<file path="src/rtl/tone_player.sv">
// Key-driven square-wave tone generator: the lowest pressed key selects a
// half-period of BASE_HALF << key, optionally halved by the octave switch.
module tone_player #(
    parameter int NUM_KEYS  = 4,
    parameter int IDX_W     = 2,
    parameter int DIV_W     = 24,
    parameter int BASE_HALF = 16384
) (
    input  logic                clk,
    input  logic                rst,
    input  logic [NUM_KEYS-1:0] button,
    input  logic                switch,
    output logic                speaker,
    output logic                busy,
    output logic [IDX_W-1:0]    note
);

    typedef enum logic [1:0] {
        IDLE = 2'd0,
        PLAY = 2'd1,
        STOP = 2'd2
    } state_t;

    logic [NUM_KEYS-1:0] btn_s1_q, btn_s2_q;
    logic                sw_s1_q, sw_s2_q;

    state_t              state_q;
    logic [DIV_W-1:0]    cnt_q;
    logic [DIV_W-1:0]    half_q;
    logic                speaker_q;
    logic                busy_q;
    logic [IDX_W-1:0]    note_q;

    logic                req_valid;
    logic [IDX_W-1:0]    req_idx;
    logic [DIV_W-1:0]    shifted;
    logic [DIV_W-1:0]    half_calc;
    logic                at_end;

    // NOTE: sequential state uses non-blocking assignments so every flop samples pre-edge values.
    always_ff @(posedge clk or posedge rst) begin
        if (rst) begin
            btn_s1_q <= '0;
            btn_s2_q <= '0;
            sw_s1_q  <= 1'b0;
            sw_s2_q  <= 1'b0;
        end else begin
            btn_s1_q <= button;
            btn_s2_q <= btn_s1_q;
            sw_s1_q  <= switch;
            sw_s2_q  <= sw_s1_q;
        end
    end

    // Descending scan so the lowest set bit is the last (winning) assignment.
    always_comb begin
        req_valid = 1'b0;
        req_idx   = '0;
        for (int i = NUM_KEYS - 1; i >= 0; i--) begin
            if (btn_s2_q[i]) begin
                req_valid = 1'b1;
                req_idx   = IDX_W'(i);
            end
        end
    end

    assign shifted   = (DIV_W'(BASE_HALF) << req_idx) >> sw_s2_q;
    assign half_calc = (shifted == '0) ? DIV_W'(1) : shifted;
    assign at_end    = (cnt_q == half_q - DIV_W'(1));

    always_ff @(posedge clk or posedge rst) begin
        if (rst) begin
            state_q   <= IDLE;
            cnt_q     <= '0;
            half_q    <= '0;
            speaker_q <= 1'b0;
            busy_q    <= 1'b0;
            note_q    <= '0;
        end else begin
            case (state_q)
                IDLE: begin
                    cnt_q     <= '0;
                    speaker_q <= 1'b0;
                    if (req_valid) begin
                        note_q    <= req_idx;
                        half_q    <= half_calc;
                        speaker_q <= 1'b1;
                        busy_q    <= 1'b1;
                        state_q   <= PLAY;
                    end
                end
                PLAY: begin
                    if (!req_valid && !speaker_q) begin
                        cnt_q   <= '0;
                        busy_q  <= 1'b0;
                        state_q <= IDLE;
                    end else if (!req_valid) begin
                        // Release on the final high cycle finishes the tail right here.
                        if (at_end) begin
                            cnt_q     <= '0;
                            speaker_q <= 1'b0;
                            busy_q    <= 1'b0;
                            state_q   <= IDLE;
                        end else begin
                            cnt_q   <= cnt_q + DIV_W'(1);
                            state_q <= STOP;
                        end
                    end else if (at_end) begin
                        cnt_q     <= '0;
                        speaker_q <= !speaker_q;
                        if (speaker_q) begin
                            note_q <= req_idx;
                            half_q <= half_calc;
                        end
                    end else begin
                        cnt_q <= cnt_q + DIV_W'(1);
                    end
                end
                STOP: begin
                    if (at_end) begin
                        cnt_q     <= '0;
                        speaker_q <= 1'b0;
                        busy_q    <= 1'b0;
                        state_q   <= IDLE;
                    end else begin
                        cnt_q <= cnt_q + DIV_W'(1);
                    end
                end
                default: begin
                    cnt_q     <= '0;
                    speaker_q <= 1'b0;
                    busy_q    <= 1'b0;
                    state_q   <= IDLE;
                end
            endcase
        end
    end

    assign speaker = speaker_q;
    assign busy    = busy_q;
    assign note    = note_q;

endmodule

</file>
<file path="config.mk">
export PLATFORM = sky130hd
export DESIGN_NAME = tone_player
export DESIGN_NICKNAME = d
export VERILOG_FILES = /design/src/rtl/tone_player.sv
export SDC_FILE = /design/constraint.sdc
export NUM_CORES = 1
export LEC_CHECK = 0
export ABC_AREA = 1
export BUFFER_PORTS_ARGS = -buffer_cell sky130_fd_sc_hd__buf_2
export CAP_MARGIN = 20
export CORE_MARGIN = 8
export CORE_UTILIZATION = 55
export DETAILED_ROUTE_END_ITERATION = 12
export HOLD_SLACK_MARGIN = 0.05
export PLACE_DENSITY = 0.72
export SETUP_SLACK_MARGIN = 0.5
export SLEW_MARGIN = 20
export SYNTH_ARGS = -nofsm -noshare
export SYNTH_HDL_FRONTEND = slang
export SYNTH_SLANG_ARGS = --single-unit
</file>
<file path="constraint.sdc">
create_clock -name clk -period 2.5 [get_ports clk]
set_input_delay 0.5 -clock clk [delete_from_list [all_inputs] [get_ports clk]]
set_output_delay 0.5 -clock clk [all_outputs]
set_load 0.01 [all_outputs]
</file>
==> results of run 1 <==
registers in the layout, indices dropped and copies added, names as in the netlist:
name      cells
note          2
cnt_q        24
sw_s1_q       1
busy          1
btn_s1_q      4
btn_s2_q      4
state_q       2
sw_s2_q       1
speaker       1
half_q        6
final timing paths:
kind	to	slack, ns	cells past startpoint
max	speaker$_DFFE_PP0P_	0.60	15
max reg2reg	speaker$_DFFE_PP0P_	0.60	15
min reg2reg	btn_s2_q[0]$_DFF_PP0_	0.36	0
min in group clk	btn_s1_q[0]$_DFF_PP0_	0.29	1
min	btn_s2_q[0]$_DFF_PP0_	0.11	2
max in group asynchronous	cnt_q[20]$_DFF_PP0_	1.87	3
placed cells by master (no fill, tap or decap), types with 9 or more instances in the layout:
cell and count:
dfrtp_1 45, nand4_1 9, inv_1 34, nand2_1 80
nand2_2 12, nand3_1 16, nor2_1 53, nor3_1 12
buf_2 10, buf_4 9
timing repair:
action	4_1_cts	5_1_grt
hold buffers	0	0
gates resized for setup	1	18
setup buffers	0	8
cloned	0	1
setup endpoints to repair	20	36
pin swaps	0	15
hold endpoints to repair	0	0
cell usage after synthesis:
library cell / count / area [sq um]
a22oi_1: 1 / 7.51
nand2_2: 6 / 37.5
clkinv_1: 1 / 3.75
nor3_1: 12 / 60.1
inv_1: 36 / 135
nor4_1: 1 / 6.26
nand4_1: 9 / 56.3
nand3b_1: 2 / 15.0
o21ai_1: 2 / 10.0
buf_6: 1 / 11.3
nand2_4: 1 / 11.3
xor2_1: 7 / 61.3
nor3_2: 3 / 30.0
ha_1: 6 / 75.1
a21oi_2: 1 / 8.76
nor2_2: 8 / 50.1
inv_2: 2 / 7.51
nand2_1: 87 / 327
o22ai_1: 1 / 6.26
nor3b_2: 3 / 37.5
nor2_1: 54 / 203
nand3_4: 1 / 17.5
a31oi_1: 2 / 12.5
a41oi_1: 1 / 8.76
a31o_2: 1 / 8.76
a21oi_1: 7 / 35.0
nor4_4: 1 / 21.3
o21ai_0: 7 / 35.0
buf_4: 1 / 7.51
nand3_1: 16 / 80.1
xnor2_1: 5 / 43.8
nand4_2: 1 / 12.5
nand3_2: 3 / 30.0
dfrtp_1: 46 / 1150
layer usage:
layer  GRT usage  routed length (um)
met5           0                   0
met3      0.0319                 197
met1       0.194                2570
met2       0.258                2610
met4      0.0615                 124
critical path, stage by stage (launching register included):
cell	delay [ns]
dfrtp_1	0.40
inv_2	0.08
buf_4	0.14
buf_4	0.13
nor2_1	0.08
nand3_1	0.09
nand2_2	0.09
nand2_1	0.05
nor2_1	0.10
nand2_1	0.10
nor2_4	0.12
buf_4	0.12
nand3_1	0.06
a21oi_1	0.14
nand2_1	0.06
nand2_1	0.07
area by class of cell:
cell class,instances,area [sq um],share of cell area
Clock inverter,3,26.3,0.00881
Multi-Input combinational cell,250,1390,0.467
Tap cell,54,67.6,0.0227
Timing Repair Buffer,20,129,0.0432
Sequential cell,46,1150,0.386
Clock buffer,5,68.8,0.0231
Inverter,39,146,0.0491
stage by stage:
stage | utilization | hold WS (ns) | setup WS [ns]
floorplan | - | 0.331 | 0.740
global placement | 0.587 | 0.332 | 0.480
detailed placement | 0.587 | 0.340 | 0.432
CTS | 0.609 | 0.118 | 0.509
global route | 0.640 | 0.121 | 0.418
finish | 0.640 | 0.112 | 0.602
cell families (layout without fill, tap and decap cells):
| group | count (synthesis) | in the layout |
|---|---|---|
| AOI/OAI and AO/OA | 23 | 23 |
| and+or+nand+nor | 208 | 209 |
| xor gates and xnor gates | 12 | 12 |
| adders and majority gates | 6 | 6 |
| DFF | 46 | 46 |
| buffers and inverters | 41 | 67 |
power by group through the flow:
stage | Combinational, mW | Sequential [mW] | Clock, mW
after floorplan | 0.814 | 0.936 | 0
after global placement | 0.975 | 0.936 | 0
after detailed placement | 0.994 | 0.937 | 0
after CTS | 1.02 | 0.923 | 0.494
after global routing | 1.33 | 0.945 | 0.523
final | 1.18 | 0.928 | 0.486
==> impl_metrics.py, run 1 <==
metrics = {
    "run_status": {
        "status": "completed",
    },
    "die": {
        "rows": 25,
        "die_y_um": 85.1,
        "initial_core_util": 0.563,
        "pin_count": 11,
        "core_sq_um": 4660,
        "die_w_um": 85.1,
        "dieArea_sq_um": 7240,
    },
    "routing": {
        "detail_route.wl_per_cell_um": 13.2,
        "ant_nets": 0,
        "vias": 2223,
        "drt-total-wl_um": 5510,
        "drc": 0,
        "drtIter0Drc": 103,
        "avgViaCountPerCell": 5.33,
        "firstDrtPassIters": 4,
    },
    "yosys": {
        "ys_ff_latch": 46,
        "syn_avg_cell_area_sq_um": 7.81,
        "yosysSeqAreaShare": 0.439,
        "syn_nets": 349,
        "synth-simple-area-share": 0.379,
        "syn_area_sq_um": 2620,
        "synth_adder_area_share": 0.0286,
        "synth_cell_types": 34,
        "syn_inst": 336,
        "yosysWarnings": 0,
        "synth_top_family_by_area": "simple AND/OR/NAND/NOR gates",
        "synth-compound-area-share": 0.0505,
        "muxShareOfSynthArea": 0,
        "synthXorXnorAreaFrac": 0.0401,
    },
    "power": {
        "p_total_mw": 2.59,
        "cellPowerDensity_nw_per_um2": 869,
        "power.leakage_nw": 1.37,
        "peakVddDrop_v": 0.000788,
        "p_clk_frac": 0.187,
        "combPwrFrac": 0.455,
        "pwr-share-seq": 0.358,
        "intPower_mw": 1.44,
        "netSwitchingPower_mw": 1.15,
        "p_sw_frac": 0.445,
    },
    "timing": {
        "worst_clock_skew_ns": 0.00510,
        "slew_viol_final": 0,
        "hold_viol": 0,
        "rsz0062_at_grt": "true",
        "fin_crit_ns": 1.90,
        "max_slew_margin": 0.687,
        "tightest_slew_ns": 0.465,
        "period_share": 0.759,
        "fin_tns_setup_ns": 0,
        "setup_viol": 0,
        "max_freq_mhz": 527,
    },
    "grt": {
        "antenna_found_initial": 0,
        "grt_pass1_wl_um": 9200,
        "grt_util_all_layers": 0.156,
        "grt-ovfl-total": 0,
        "grt_max_degree": 21,
        "grt_pass1_vias": 2096,
    },
    "layout": {
        "fillers": 395,
        "drive_gt1_frac": 0.204,
        "finalNonFillerCells": 417,
        "finish.net_count": 375,
        "antenna_cells": 0,
        "final_cell_area_sq_um": 2980,
        "area_delta_synth_final_pct": 13.7,
    },
    "critical_path": {
        "critPathMaxFanout": 3,
        "worst_setup_path_end_kind": "flop",
        "cp-startpoint": "half_q[0]$_DFFE_PP0P_",
        "worstSetupPathType": "flop to flop",
        "rr_startpoint": "half_q[0]$_DFFE_PP0P_",
        "cp.arrival_ns": 2.14,
        "required_ns": 2.74,
        "start_kind": "flop",
    },
    "clock_network": {
        "cts.sinks": 46,
        "clock_latency_ns": 0.31,
        "cts-buffers-inserted": 5,
        "h-tree-depth": 2,
        "clk_path_buf_depth": 2,
        "clk_pin_slew_worst_paths_ns": 0.09,
        "tritoncts": "yes",
        "clockRootBuffer": "clkbuf_8",
    },
    "place": {
        "placedCellCount": 400,
        "place_congestion": 0.886,
        "post_dp_cell_area_sq_um": 2740,
        "dp_hpwl_um": 3920,
        "io_buffers": 10,
    },
    "job": {
        "maxCapViolCount": 0,
    },
    "min_path": {
        "min_path_type": "input port to asynchronous set/reset pin",
    },
}
No activity file was read; power rests on OpenSTA's default activity.
==> run 2, diff against run 1 <==
Settings changed: PLACE_DENSITY 0.72 to 0.75.
Clock period 2.5 ns to 1.65 ns, I/O delays scaled along.
==> run 2 against run 1 <==
Compared with the run above:
- the run now ends with negative setup slack left
- sequential share of layout area decreased by 4.9 points
- combinational power rose by 110%
- worst hold slack got worse by 0.063 ns
- sequential power up 51%
- count of clock-buffer cells in the layout unchanged
- global-route usage rose by 1.1 points
- first-iteration DRC count rose by 50%
- critical path type unchanged
==> impl_metrics.py, run 2 (same netlist as run 1, synthesis figures left out) <==
metrics = {
    "run_status": {
        "status": "complete, but fails checks",
        "violations": "negative setup slack",
    },
    "critical_path": {
        "crit_family": "simple AND/OR/NAND/NOR gates",
        "crit_top_cell": "nand2_1",
        "slowest_stage": "dfrtp_1",
        "required_ns": 1.85,
        "max_stage_delay_ns": 0.43,
        "cp.arrival_ns": 2.12,
        "worst_setup_path_end_kind": "flop",
        "worstSetupPathType": "flop to flop",
        "critPathMaxFanout": 6,
        "crit_buf_inv": 2,
        "rrSetupSlack_ns": -0.27,
        "worstPathCellList": "inv_2 > ha_4 > xnor2_2 > nor2_2 > nand2_1 > nor2_1 > nand2_1 > nor2_4 > nand2_4 > nand3_4 > clkbuf_16 > nor3b_2",
        "start_kind": "flop",
    },
    "clock_network": {
        "h-tree-depth": 2,
        "cts.sinks": 46,
        "clk_pin_slew_worst_paths_ns": 0.10,
        "hold_buffers": 0,
        "tritoncts": "yes",
        "clock_latency_ns": 0.30,
        "clockRootBuffer": "clkbuf_8",
        "clk_path_buf_depth": 2,
        "cts-buffers-inserted": 5,
    },
    "grt": {
        "met2_usage": 0.278,
        "antenna_found_initial": 0,
        "use_met1": 0.203,
        "grt-ovfl-total": 0,
        "use_met3": 0.0357,
        "grt_max_degree": 25,
        "grt_pass1_wl_um": 9910,
        "grt_util_all_layers": 0.167,
        "grt_pass1_vias": 2362,
        "top_usage_layer": "met2",
    },
    "power": {
        "cellPowerDensity_nw_per_um2": 1360,
        "p_clk_frac": 0.159,
        "combPwrFrac": 0.541,
        "netSwitchingPower_mw": 1.98,
        "power.leakage_nw": 1.59,
        "pwr-share-seq": 0.300,
        "intPower_mw": 2.66,
        "p_sw_frac": 0.427,
        "p_total_mw": 4.65,
        "peakVddDrop_v": 0.00114,
    },
    "die": {
        "dieArea_sq_um": 7240,
        "core_sq_um": 4660,
        "initial_core_util": 0.563,
        "rows": 25,
        "die_w_um": 85.1,
        "die_y_um": 85.1,
        "pin_count": 11,
    },
    "timing": {
        "hold_viol": 0,
        "final.setup.worst_slack_ns": -0.268,
        "period_share": 1.16,
        "max_freq_mhz": 521,
        "fin_crit_ns": 1.92,
        "tightest_slew_ns": 0.513,
        "max_slew_margin": 0.657,
        "worst_clock_skew_ns": 0.0116,
        "setup_viol": 36,
        "finalHoldWorstSlack_ns": 0.0499,
        "rsz0062_at_grt": "true",
        "slew_viol_final": 0,
    },
    "place": {
        "placedCellCount": 434,
        "dp_hpwl_um": 4120,
        "place_congestion": 0.873,
        "io_buffers": 10,
    },
    "layout": {
        "top_regs": "cnt_q: 24 flops, half_q: 6 flops",
        "drive_gt1_frac": 0.317,
        "final_cell_mix": "nand2_1, nor2_1, dfrtp_1",
        "fin_util": 0.732,
        "antenna_cells": 0,
        "fillers": 327,
        "top_register": "cnt_q",
        "largest_reg_flops": 24,
        "finish.net_count": 410,
        "area_delta_synth_final_pct": 30.0,
        "finalNonFillerCells": 452,
        "final_common_cell": "nand2_1",
    },
    "routing": {
        "drt-total-wl_um": 6100,
        "firstDrtPassIters": 4,
        "drc": 0,
        "vias": 2463,
        "ant_nets": 0,
        "avgViaCountPerCell": 5.45,
        "drtIter0Drc": 155,
        "detail_route.wl_per_cell_um": 13.5,
    },
    "min_path": {
        "min_path_type": "input port to asynchronous set/reset pin",
    },
    "job": {
        "maxCapViolCount": 0,
    },
}
==> run 2: power groups by stage <==
stage	sequential [mW]	combinational (mW)	clock, mW
2_1_floorplan	1.42	1.26	0
3_3_place_gp	1.41	1.77	0
3_5_place_dp	1.42	1.81	0
4_1_cts	1.38	1.91	0.758
5_1_grt	1.41	2.77	0.807
6_report	1.40	2.51	0.737
==> run 2: area by class of cell <==
type	instances	area, sq um	share of cell area
clock inverters	3	26.3	0.00770
flip-flops and latches	46	1150	0.337
multi-input cells	249	1470	0.431
repair buffers	56	479	0.140
well taps	54	67.6	0.0198
inverters	39	150	0.0440
clock buffers	5	68.8	0.0202
==> run 2: layer usage <==
metal	vias to the layer above	wire length [um]	share of wire
met4	0	160	0.026
li1	1205	-	-
met3	15	269	0.044
met1	1173	2690	0.44
met5	-	0	0
met2	70	2970	0.49
==> run 2: final timing paths <==
| check | start | to | cells past startpoint |
|---|---|---|---|
| min reg2reg | btn_s1_q[1]$_DFF_PP0_ | btn_s2_q[1]$_DFF_PP0_ | 0 |
| min | rst | btn_s2_q[2]$_DFF_PP0_ | 2 |
| max in group asynchronous | rst | cnt_q[19]$_DFF_PP0_ | 3 |
| min in group clk | button[0] | btn_s1_q[0]$_DFF_PP0_ | 1 |
| max | half_q[13]$_DFFE_PP0P_ | cnt_q[10]$_DFF_PP0_ | 12 |
| max reg2reg | half_q[13]$_DFFE_PP0P_ | cnt_q[10]$_DFF_PP0_ | 12 |
==> run 2: through the flow <==
step | worst slack (ns) | setup TNS (ns) | area, sq um
after detailed placement | -0.175 | -4.90 | 3060
final | -0.268 | -7.74 | 3410
after global routing | -0.382 | -11.69 | 3410
after CTS | -0.185 | -5.47 | 3190
after floorplan | -0.0874 | -2.34 | 2650
after global placement | -0.135 | -3.72 | 3060
==> run 2: repair_timing <==
action	in CTS	in global routing
buffers inserted	4	3
gates resized for setup	4	34
pin swaps	2	8
cloned	0	3
setup endpoints to repair	40	40
